$ cat src/rtl/arm_mc_pkg.sv
// Shared types and constants for the multicycle ARM control unit.
package arm_mc_pkg;

  typedef enum logic [3:0] {
    FETCH,
    DECODE,
    MEMADR,
    MEMRD,
    MEMWB,
    MEMWR,
    EXECR,
    EXECI,
    ALUWB,
    BRANCH,
    MULEX
  } state_t;

  // ALUControl encodings
  localparam int unsigned ALU_ADD = 0;
  localparam int unsigned ALU_SUB = 1;
  localparam int unsigned ALU_AND = 2;
  localparam int unsigned ALU_ORR = 3;
  localparam int unsigned ALU_EOR = 4;
  localparam int unsigned ALU_MOV = 5;
  localparam int unsigned ALU_MUL = 6;

  // Instr[27:26]
  localparam logic [1:0] OP_DP  = 2'b00;
  localparam logic [1:0] OP_MEM = 2'b01;
  localparam logic [1:0] OP_BR  = 2'b10;

  // Data-processing cmd field, Funct[4:1]
  localparam logic [3:0] CMD_AND = 4'b0000;
  localparam logic [3:0] CMD_EOR = 4'b0001;
  localparam logic [3:0] CMD_SUB = 4'b0010;
  localparam logic [3:0] CMD_ADD = 4'b0100;
  localparam logic [3:0] CMD_CMP = 4'b1010;
  localparam logic [3:0] CMD_ORR = 4'b1100;
  localparam logic [3:0] CMD_MOV = 4'b1101;

  // Condition codes, Instr[31:28]
  localparam logic [3:0] COND_EQ = 4'b0000;
  localparam logic [3:0] COND_NE = 4'b0001;
  localparam logic [3:0] COND_CS = 4'b0010;
  localparam logic [3:0] COND_CC = 4'b0011;
  localparam logic [3:0] COND_MI = 4'b0100;
  localparam logic [3:0] COND_PL = 4'b0101;
  localparam logic [3:0] COND_VS = 4'b0110;
  localparam logic [3:0] COND_VC = 4'b0111;
  localparam logic [3:0] COND_HI = 4'b1000;
  localparam logic [3:0] COND_LS = 4'b1001;
  localparam logic [3:0] COND_GE = 4'b1010;
  localparam logic [3:0] COND_LT = 4'b1011;
  localparam logic [3:0] COND_GT = 4'b1100;
  localparam logic [3:0] COND_LE = 4'b1101;
  localparam logic [3:0] COND_AL = 4'b1110;
  localparam logic [3:0] COND_NV = 4'b1111;

endpackage

$ cat src/rtl/arm_mc_controller_if.sv
// Control-unit <-> datapath bundle. master = control unit, slave = datapath.
interface arm_mc_controller_if #(
  parameter int unsigned ALUCTRL_W = 4
);
  logic [31:0]          Instr;
  logic [3:0]           ALUFlags;
  logic                 PCWrite;
  logic                 AdrSrc;
  logic                 MemWrite;
  logic                 IRWrite;
  logic [1:0]           ResultSrc;
  logic [ALUCTRL_W-1:0] ALUControl;
  logic [1:0]           ALUSrcA;
  logic [1:0]           ALUSrcB;
  logic [1:0]           ImmSrc;
  logic                 RegWrite;
  logic [1:0]           RegSrc;

  modport master (
    input  Instr, ALUFlags,
    output PCWrite, AdrSrc, MemWrite, IRWrite, ResultSrc, ALUControl,
           ALUSrcA, ALUSrcB, ImmSrc, RegWrite, RegSrc
  );

  modport slave (
    output Instr, ALUFlags,
    input  PCWrite, AdrSrc, MemWrite, IRWrite, ResultSrc, ALUControl,
           ALUSrcA, ALUSrcB, ImmSrc, RegWrite, RegSrc
  );
endinterface

$ cat src/rtl/arm_mc_condlogic.sv
// NZCV flags register with split NZ / CV write enables, plus condition evaluation.
module arm_mc_condlogic
  import arm_mc_pkg::*;
(
  input  logic       clk,
  input  logic       reset,
  input  logic [3:0] cond_i,
  input  logic [3:0] alu_flags_i,
  input  logic       nz_we_i,
  input  logic       cv_we_i,
  output logic       cond_ex_o
);
  logic [3:0] flags_q;
  logic       n, z, c, v;

  assign {n, z, c, v} = flags_q;

  // Condition check against the registered flags
  always_comb begin
    cond_ex_o = 1'b0;
    case (cond_i)
      COND_EQ: cond_ex_o = z;
      COND_NE: cond_ex_o = ~z;
      COND_CS: cond_ex_o = c;
      COND_CC: cond_ex_o = ~c;
      COND_MI: cond_ex_o = n;
      COND_PL: cond_ex_o = ~n;
      COND_VS: cond_ex_o = v;
      COND_VC: cond_ex_o = ~v;
      COND_HI: cond_ex_o = c & ~z;
      COND_LS: cond_ex_o = ~c | z;
      COND_GE: cond_ex_o = (n == v);
      COND_LT: cond_ex_o = (n != v);
      COND_GT: cond_ex_o = ~z & (n == v);
      COND_LE: cond_ex_o = z | (n != v);
      COND_AL: cond_ex_o = 1'b1;
      default: cond_ex_o = 1'b0;
    endcase
  end

  // Flag register; a failed condition suppresses the update
  always_ff @(posedge clk or posedge reset) begin
    if (reset) begin
      flags_q <= 4'b0000;
    end else begin
      if (nz_we_i && cond_ex_o) flags_q[3:2] <= alu_flags_i[3:2];
      if (cv_we_i && cond_ex_o) flags_q[1:0] <= alu_flags_i[1:0];
    end
  end

endmodule

$ cat src/rtl/arm_mc_controller.sv
// Multicycle ARM control unit: main FSM, instruction decode and optional multicycle MUL.
module arm_mc_controller
  import arm_mc_pkg::*;
#(
  parameter int unsigned ALUCTRL_W  = 4,
  parameter bit          EN_MUL     = 1'b1,
  parameter int unsigned MUL_CYCLES = 4
) (
  input  logic                clk,
  input  logic                reset,
  arm_mc_controller_if.master bus
);
  localparam int unsigned CntW = (MUL_CYCLES > 1) ? $clog2(MUL_CYCLES) : 1;
  localparam logic [CntW-1:0] CntLast = CntW'(MUL_CYCLES - 1);

  state_t          state_q, state_d;
  logic [CntW-1:0] cnt_q, cnt_d;

  logic [1:0] op;
  logic [5:0] funct;
  logic [3:0] cmd;
  logic       s_bit;
  logic [3:0] rd;
  logic       is_mul, is_cmp;

  logic [ALUCTRL_W-1:0] dp_alu, alu_ctrl;
  logic dp_valid, dp_arith, dp_nz_we, dp_cv_we, no_write;
  logic next_pc, branch, reg_w, mem_w, ir_w, adr_src;
  logic [1:0] result_src, alu_src_a, alu_src_b;
  logic nz_we, cv_we, cond_ex;

  logic unused_instr;
  assign unused_instr = ^{bus.Instr[19:16], bus.Instr[11:8], bus.Instr[3:0]};

  assign op     = bus.Instr[27:26];
  assign funct  = bus.Instr[25:20];
  assign cmd    = funct[4:1];
  assign s_bit  = funct[0];
  assign rd     = bus.Instr[15:12];
  assign is_mul = EN_MUL && (op == OP_DP) && (funct[5:1] == 5'b00000)
                  && (bus.Instr[7:4] == 4'b1001);
  assign is_cmp = (cmd == CMD_CMP);

  // Data-processing cmd decode; unknown cmds run as ADD but never write back
  always_comb begin
    dp_alu   = ALUCTRL_W'(ALU_ADD);
    dp_valid = 1'b1;
    dp_arith = 1'b0;
    case (cmd)
      CMD_ADD: dp_arith = 1'b1;
      CMD_SUB: begin dp_alu = ALUCTRL_W'(ALU_SUB); dp_arith = 1'b1; end
      CMD_CMP: begin dp_alu = ALUCTRL_W'(ALU_SUB); dp_arith = 1'b1; end
      CMD_AND: dp_alu = ALUCTRL_W'(ALU_AND);
      CMD_ORR: dp_alu = ALUCTRL_W'(ALU_ORR);
      CMD_EOR: dp_alu = ALUCTRL_W'(ALU_EOR);
      CMD_MOV: dp_alu = ALUCTRL_W'(ALU_MOV);
      default: dp_valid = 1'b0;
    endcase
  end

  // CMP updates flags regardless of S; logical ops only touch NZ
  assign dp_nz_we = is_cmp | (s_bit & dp_valid);
  assign dp_cv_we = is_cmp | (s_bit & dp_arith);
  assign no_write = (op == OP_DP) & ~is_mul & ~dp_valid;

  // Next-state and per-state control outputs
  always_comb begin
    state_d    = state_q;
    cnt_d      = cnt_q;
    next_pc    = 1'b0;
    branch     = 1'b0;
    reg_w      = 1'b0;
    mem_w      = 1'b0;
    ir_w       = 1'b0;
    adr_src    = 1'b0;
    result_src = 2'b00;
    alu_src_a  = 2'b00;
    alu_src_b  = 2'b00;
    alu_ctrl   = ALUCTRL_W'(ALU_ADD);
    nz_we      = 1'b0;
    cv_we      = 1'b0;
    unique case (state_q)
      FETCH: begin
        ir_w       = 1'b1;
        next_pc    = 1'b1;
        alu_src_a  = 2'b01;
        alu_src_b  = 2'b10;
        result_src = 2'b10;
        state_d    = DECODE;
      end
      DECODE: begin
        alu_src_a  = 2'b01;
        alu_src_b  = 2'b10;
        result_src = 2'b10;
        if (op == OP_MEM)     state_d = MEMADR;
        else if (op == OP_BR) state_d = BRANCH;
        else if (op == OP_DP) begin
          if (is_mul)        state_d = MULEX;
          else if (funct[5]) state_d = EXECI;
          else               state_d = EXECR;
        end else             state_d = FETCH;
      end
      MEMADR: begin
        alu_src_b = 2'b01;
        state_d   = funct[0] ? MEMRD : MEMWR;
      end
      MEMRD: begin
        adr_src = 1'b1;
        state_d = MEMWB;
      end
      MEMWB: begin
        result_src = 2'b01;
        reg_w      = 1'b1;
        state_d    = FETCH;
      end
      MEMWR: begin
        adr_src = 1'b1;
        mem_w   = 1'b1;
        state_d = FETCH;
      end
      EXECR, EXECI: begin
        alu_src_b = (state_q == EXECI) ? 2'b01 : 2'b00;
        alu_ctrl  = dp_alu;
        nz_we     = dp_nz_we;
        cv_we     = dp_cv_we;
        state_d   = is_cmp ? FETCH : ALUWB;
      end
      MULEX: begin
        alu_ctrl = ALUCTRL_W'(ALU_MUL);
        if (cnt_q == CntLast) begin
          cnt_d   = '0;
          nz_we   = s_bit;
          state_d = ALUWB;
        end else begin
          cnt_d = cnt_q + 1'b1;
        end
      end
      ALUWB: begin
        reg_w   = 1'b1;
        state_d = FETCH;
      end
      BRANCH: begin
        alu_src_b  = 2'b01;
        result_src = 2'b10;
        branch     = 1'b1;
        state_d    = FETCH;
      end
      default: state_d = FETCH;
    endcase
  end

  // State and MUL cycle counter
  always_ff @(posedge clk or posedge reset) begin
    if (reset) begin
      state_q <= FETCH;
      cnt_q   <= '0;
    end else begin
      state_q <= state_d;
      cnt_q   <= cnt_d;
    end
  end

  arm_mc_condlogic u_cond (
    .clk         (clk),
    .reset       (reset),
    .cond_i      (bus.Instr[31:28]),
    .alu_flags_i (bus.ALUFlags),
    .nz_we_i     (nz_we),
    .cv_we_i     (cv_we),
    .cond_ex_o   (cond_ex)
  );

  // Write enables are held low for the whole reset pulse
  assign bus.PCWrite    = ~reset & (next_pc | ((branch | (reg_w & (rd == 4'hF))) & cond_ex));
  assign bus.RegWrite   = ~reset & reg_w & cond_ex & ~no_write;
  assign bus.MemWrite   = ~reset & mem_w & cond_ex;
  assign bus.IRWrite    = ~reset & ir_w;
  assign bus.AdrSrc     = adr_src;
  assign bus.ResultSrc  = result_src;
  assign bus.ALUControl = alu_ctrl;
  assign bus.ALUSrcA    = alu_src_a;
  assign bus.ALUSrcB    = alu_src_b;
  assign bus.ImmSrc     = op;
  assign bus.RegSrc     = {(op == OP_MEM) & ~funct[0], (op == OP_BR)};

endmodule

$ cat src/flat_wrapper.sv
// flat-port wrapper written by rule: the top's interface ports become plain ports
module arm_mc_controller_flat import arm_mc_pkg::*;
#(
  parameter int unsigned ALUCTRL_W  = 4,
  parameter bit          EN_MUL     = 1'b1,
  parameter int unsigned MUL_CYCLES = 4
)
  (clk, reset, bus_Instr, bus_ALUFlags, bus_PCWrite, bus_AdrSrc, bus_MemWrite, bus_IRWrite, bus_ResultSrc, bus_ALUControl, bus_ALUSrcA, bus_ALUSrcB, bus_ImmSrc, bus_RegWrite, bus_RegSrc);
  arm_mc_controller_if #(.ALUCTRL_W(ALUCTRL_W)) bus_i ();
  input  logic clk;
  input  logic reset;
  input wire logic [$bits(bus_i.Instr)-1:0] bus_Instr;
  input wire logic [$bits(bus_i.ALUFlags)-1:0] bus_ALUFlags;
  output wire logic [$bits(bus_i.PCWrite)-1:0] bus_PCWrite;
  output wire logic [$bits(bus_i.AdrSrc)-1:0] bus_AdrSrc;
  output wire logic [$bits(bus_i.MemWrite)-1:0] bus_MemWrite;
  output wire logic [$bits(bus_i.IRWrite)-1:0] bus_IRWrite;
  output wire logic [$bits(bus_i.ResultSrc)-1:0] bus_ResultSrc;
  output wire logic [$bits(bus_i.ALUControl)-1:0] bus_ALUControl;
  output wire logic [$bits(bus_i.ALUSrcA)-1:0] bus_ALUSrcA;
  output wire logic [$bits(bus_i.ALUSrcB)-1:0] bus_ALUSrcB;
  output wire logic [$bits(bus_i.ImmSrc)-1:0] bus_ImmSrc;
  output wire logic [$bits(bus_i.RegWrite)-1:0] bus_RegWrite;
  output wire logic [$bits(bus_i.RegSrc)-1:0] bus_RegSrc;
  assign bus_i.Instr = bus_Instr;
  assign bus_i.ALUFlags = bus_ALUFlags;
  assign bus_PCWrite = bus_i.PCWrite;
  assign bus_AdrSrc = bus_i.AdrSrc;
  assign bus_MemWrite = bus_i.MemWrite;
  assign bus_IRWrite = bus_i.IRWrite;
  assign bus_ResultSrc = bus_i.ResultSrc;
  assign bus_ALUControl = bus_i.ALUControl;
  assign bus_ALUSrcA = bus_i.ALUSrcA;
  assign bus_ALUSrcB = bus_i.ALUSrcB;
  assign bus_ImmSrc = bus_i.ImmSrc;
  assign bus_RegWrite = bus_i.RegWrite;
  assign bus_RegSrc = bus_i.RegSrc;
  arm_mc_controller #(.ALUCTRL_W(ALUCTRL_W), .EN_MUL(EN_MUL), .MUL_CYCLES(MUL_CYCLES)) u_core (.clk(clk), .reset(reset), .bus(bus_i));
endmodule
$ cat config.mk
export PLATFORM = sky130hd
export DESIGN_NAME = arm_mc_controller_flat
export DESIGN_NICKNAME = d
export VERILOG_FILES = /design/src/rtl/arm_mc_pkg.sv /design/src/rtl/arm_mc_controller_if.sv /design/src/rtl/arm_mc_condlogic.sv /design/src/rtl/arm_mc_controller.sv /design/src/flat_wrapper.sv
export SDC_FILE = /design/constraint.sdc
export NUM_CORES = 1
export LEC_CHECK = 0
export CAP_MARGIN = 10
export CORE_AREA = 8 8 60 62
export DETAILED_ROUTE_END_ITERATION = 7
export DIE_AREA = 0 0 68 70
export GPL_ROUTABILITY_DRIVEN = 1
export PLACE_DENSITY = 0.8
export SLEW_MARGIN = 5
export SYNTH_ARGS = -nofsm -noshare
export SYNTH_HDL_FRONTEND = slang
export SYNTH_SLANG_ARGS = --single-unit
$ cat constraint.sdc
create_clock -name clk -period 3.8 [get_ports clk]
set_input_delay 0.76 -clock clk [delete_from_list [all_inputs] [get_ports clk]]
set_output_delay 0.76 -clock clk [all_outputs]
set_load 0.1 [all_outputs]
### Word-level counts from Yosys, hierarchy flattened

Cells that the tools add are included.
Widths: inputs -> output; s select.

| word-level totals | value |
|---|---|
| register bits | 10 |
| output and inout bits | 19 |
| bits of input ports | 38 |
| word-level logic and storage cells | 119 |

| cells by class | value |
|---|---|
| equal/unequal tests | 38 |
| bitwise logic cells | 31 |
| multiplexer cells | 27 |
| add/subtract/negate cells | 1 |
| reduce and logical (&&, ||, !) cells | 18 |

Operators by type and width:

| operator | number |
|---|---|
| $eq 4x4->1 const B | 15 |
| $eq 4x3->1 const B | 9 |
| $mux 4 | 6 |
| $pmux 4 s6 | 1 |
| $eq 4x2->1 const B | 5 |
| $and 1x1->1 | 16 |
| $pmux 1 s15 | 1 |
| $pmux 3 s5 | 1 |
| $eq 4x1->1 const B | 3 |
| $logic_not 4->1 | 3 |
| $mux 1 | 12 |
| $reduce_or 2->1 | 6 |
| $not 1->1 | 9 |
| $reduce_or 7->1 | 1 |
| $or 1x1->1 | 6 |
| $pmux 2 s3 | 1 |
| $pmux 3 s2 | 1 |
| $reduce_or 3->1 | 2 |
| $logic_not 5->1 | 1 |
| $eq 2x2->1 const B | 2 |
| $logic_and 1x1->1 | 4 |
| $pmux 2 s2 | 1 |
| $mux 3 | 1 |
| $add 2x1->2 const B | 1 |
| other kinds (7) | 7 |

### Longest topological paths before layout

| logic depth | value |
|---|---|
| depth in word-level cells | 8 |
| gate-level depth with buffers | 7 |
| gate-level depth less buffers | 6 |

### By module

A second synthesis with hierarchy kept.

| second synthesis, totals | value |
|---|---|
| cells, all modules | 139 |
| area, all modules | 1,187.4 µm² |

Modules (own cells, without submodules):

| module | sequential area each (µm²) | cells an instance | instances | area each (µm²) |
|---|---|---|---|---|
| arm_mc_controller | 150.1 | 92 | 1 | 728.2 |
| arm_mc_condlogic | 100.1 | 47 | 1 | 459.2 |

### Worst setup path before layout

OpenSTA, ideal clock, no wires.

| timing | value |
|---|---|
| path type | input to output |
| start | input bus_Instr[31] |
| end | output bus_RegWrite |
| path buffers | 1 |
| stages on the path | 6 |
| setup slack | -3.325 ns |
| data arrival time | 6.365 ns |
| data required time | 3.040 ns |
| path through | buf_2 -> nor4bb_1 -> mux2i_1 -> a311oi_2 -> nor4_4 -> a2111oi_0 |

| between the ends | value |
|---|---|
| cells in the longest elaborated chain, start to end | 4 |
| elaborated cells between the ends (all ways) | 18 |
| those cells by class | 14 x eq/ne; 1 x mux; 2 x bitwise; 1 x reduce/logical |

RTL lines:

| element | RTL line | RTL |
|---|---|---|
| start: declaration | flat_wrapper.sv:12 | `input wire logic [$bits(bus_i.Instr)-1:0] bus_Instr;` |
| $eq 4x4->1 (tied with other cells) | arm_mc_condlogic.sv:21 | `case (cond_i)` |
| $pmux 1 s15 (*) | arm_mc_condlogic.sv:21 |  |
| $and 1x1->1 (*) (2 in a row) | arm_mc_controller.sv:175 | `assign bus.RegWrite = ~reset & reg_w & cond_ex & ~no_write;` |
| end: declaration | flat_wrapper.sv:23 | `output wire logic [$bits(bus_i.RegWrite)-1:0] bus_RegWrite;` |

Every way passes the cells marked *; elsewhere a longest branch is shown, timed or not.

### Final worst setup path

| timing | value |
|---|---|
| start | input bus_Instr[28] |
| end | output bus_RegWrite |

The elaborated chain is that of the path after synthesis.

==> out/qor.csv <==
metric;value;unit
worst slew pin tran;528;ps
crit-path cells;clkdlybuf4s50_1, nor4bb_1, mux2i_1, a311oi_2, nor4_4, buf_4, a2111oi_4, buf_12;
hold buffers post-CTS;0;
CP peak stage delay;580;ps
yosys warns;0;
Worst path slowest cell;clkdlybuf4s50_1;
WHS;527;ps
area leader, netlist;dfrtp_1;
Leak;0.653;nW
share of layout cells above drive strength 1;21.3;%
Setup Buffers After CTS;0;
critical path's top delay family;buffers and inverters;
Hold Path Class;reg -> reg;
Non-Filler Instances;200;
Nets;209;
register bit count reported by yosys;10;
Area growth, synth to finish;46.5;%
placed insts;196;
top cells by area, synth;dfrtp_1 (24%), nor2_1 (5.3%), mux2_1 (4.3%);
Critical Path Sink Type;output pin;
clock latency at the later pin of the worst-skew pair;260;ps
pin count of the biggest net entering global routing;17;
per-cell routed wire length;15.9;um
Post-Synthesis Cells;132;
number of global-route vias before repair;1098;
Routed WL;3180;um
crit path launch type;input port;
clock sinks;10;
Vias;1117;
ys async rst share;100;%
RR Startpoint;u_core.u_cond.flags_q[2]$_DFFE_PP0P_;
Via density;5.59;
antenna violations before repair;0;
Slew HR;64.8;%
Placer Congestion;0.901;
period utilisation layout;97.7;%
worst vdd ir;1.12;mV
PD cells;740;nW/um2
Final HPWL DP;2620;um
Post-synth top cells;nor2_1 (15), dfrtp_1 (10), o21ai_0 (7);
CTS tree;yes;
number of enable flip-flop cells after synthesis;0;
Antenna Diode Count;0;
most numerous cell in the Yosys netlist;nor2_1;
Setup-failing EPs final;0;
DRT iter0 DRCs;71;
final slew viol count;0;
Multi-input gate area;764;um2
CP Data Arrival Time;2950;ps
RSZ-0062 raised after global routing;false;
crit-path max FO;9;
GRT overflow;0;
die height;70;um
Antenna Nets Post-Route;0;
Design Area, Final;1550;um2
fill count;236;
CTS root buf;clkbuf_4;
Placed Area;1510;um2
DR pass1 iterations;4;
initial core utilization;39.8;%
worst-case clock buffer depth;2;
total of max-cap violations;0;
Layout Skew;2.07;ps
CTS H-Tree Depth;1;
sequential area share after synthesis;23.6;%
all-layer global routing usage;13.0;%
Register Area;250;um2
post-synth top area share;23.6;%
Avg Inst Size Synth;8.02;um2
Hold Startpoint;u_core.cnt_q[1]$_DFFE_PP0N_;
DRC viols;0;
Rows;19;
Final min period;3710;ps
die area;4760;um2
Chip Width;68;um
clock-pin slew on the worst setup and hold paths;60;ps
crit path kind;in -> out;
Buffers on Ports;42;
Placeable Area;2660;um2
Critical Path Start;bus_Instr[28];
CTS Buf Count;3;
status;finished clean;
first-pass GRT wire length;5080;um
Fmax achieved;269;MHz
Distinct cells, synth;53;
Buf/Inv on CP;3;
Mapped Area;1060;um2
Synth Flop Type;dfrtp_1;
Sum Neg Setup Slack;0;ps
CP required;3040;ps
total power;0.00115;W
Resize count post-CTS;0;
Ports;57;
final hold violations;0;
==> layout make-up <==
cell class,count,area share (%)
clock buffer,4,2.34
timing repair buffer,45,28.2
sequential,10,16.1
inverter,6,1.45
multi-input combinational,104,49.3
tap,31,2.50
==> worst paths after layout <==
| path | endpoint | slack (ps) | cells past startpoint |
|---|---|---|---|
| setup / recovery | bus_RegWrite | 90 | 8 |
| hold / removal | u_core.cnt_q[1]$_DFFE_PP0N_ | 530 | 1 |
| setup reg to reg | u_core.u_cond.flags_q[1]$_DFFE_PP0P_ | 1620 | 7 |
| hold reg to reg | u_core.cnt_q[1]$_DFFE_PP0N_ | 530 | 1 |
| max in group asynchronous | u_core.state_q[2]$_DFFE_PP0P_ | 2510 | 2 |
| min in group asynchronous | u_core.u_cond.flags_q[3]$_DFFE_PP0P_ | 1030 | 2 |
==> flip-flops by register name (all words and copies together) (netlist names) <==
name / count
u_core.state_q: 4
u_core.cnt_q: 2
u_core.u_cond.flags_q: 4
==> per-stage QoR <==
stage          utilization [%]  setup slack [ps]
5_1_grt                   58.2              9.76
3_5_place_dp              56.9              84.2
4_1_cts                   58.2              80.7
6_report                  58.2              87.4
3_3_place_gp              56.9               154
2_1_floorplan                -              9.35
==> cells by family after synthesis <==
group,after synthesis,share of synthesized area (%)
and+or+nand+nor,59,33.2
adders and majority gates,1,1.18
other,1,0.354
AOI/OAI and AO/OA,29,20.1
buffers and inverters,19,9.10
muxes,8,8.27
xor gates and xnor gates,5,4.14
DFF,10,23.6
==> cells in the final DEF, fill, tap and decap left out, types with 5 or more instances in the layout <==
cell / count
nand2_1: 6
buf_4: 17
nand2b_1: 5
nor2_1: 15
nor2b_1: 5
inv_1: 6
o21ai_0: 7
dfrtp_1: 10
a21oi_1: 6
clkdlybuf4s50_1: 25
==> per-layer routing <==
| metal | track usage [%] | share of wire, % |
|---|---|---|
| met3 | 5.10 | 8.1 |
| met4 | 4.10 | 1.6 |
| met1 | 14.6 | 38 |
| met5 | 0 | 0 |
| met2 | 21.5 | 53 |
==> worst reg2reg max path: stages, from the launching register on <==
cell      delay [ps]
dfrtp_1          420
nor4bb_1         270
mux2i_1          130
a311oi_2         340
nor4_4            80
buf_4            190
nor4_2           270
mux2_1           370
==> where the power goes <==
group / leakage, nW / internal [W] / switching [W]
Clock: 0.0210 / 0.0000581 / 0.0000339
Sequential: 0.133 / 0.000142 / 0.0000792
Combinational: 0.499 / 0.000229 / 0.000604
No activity file was read; power rests on OpenSTA's default activity.
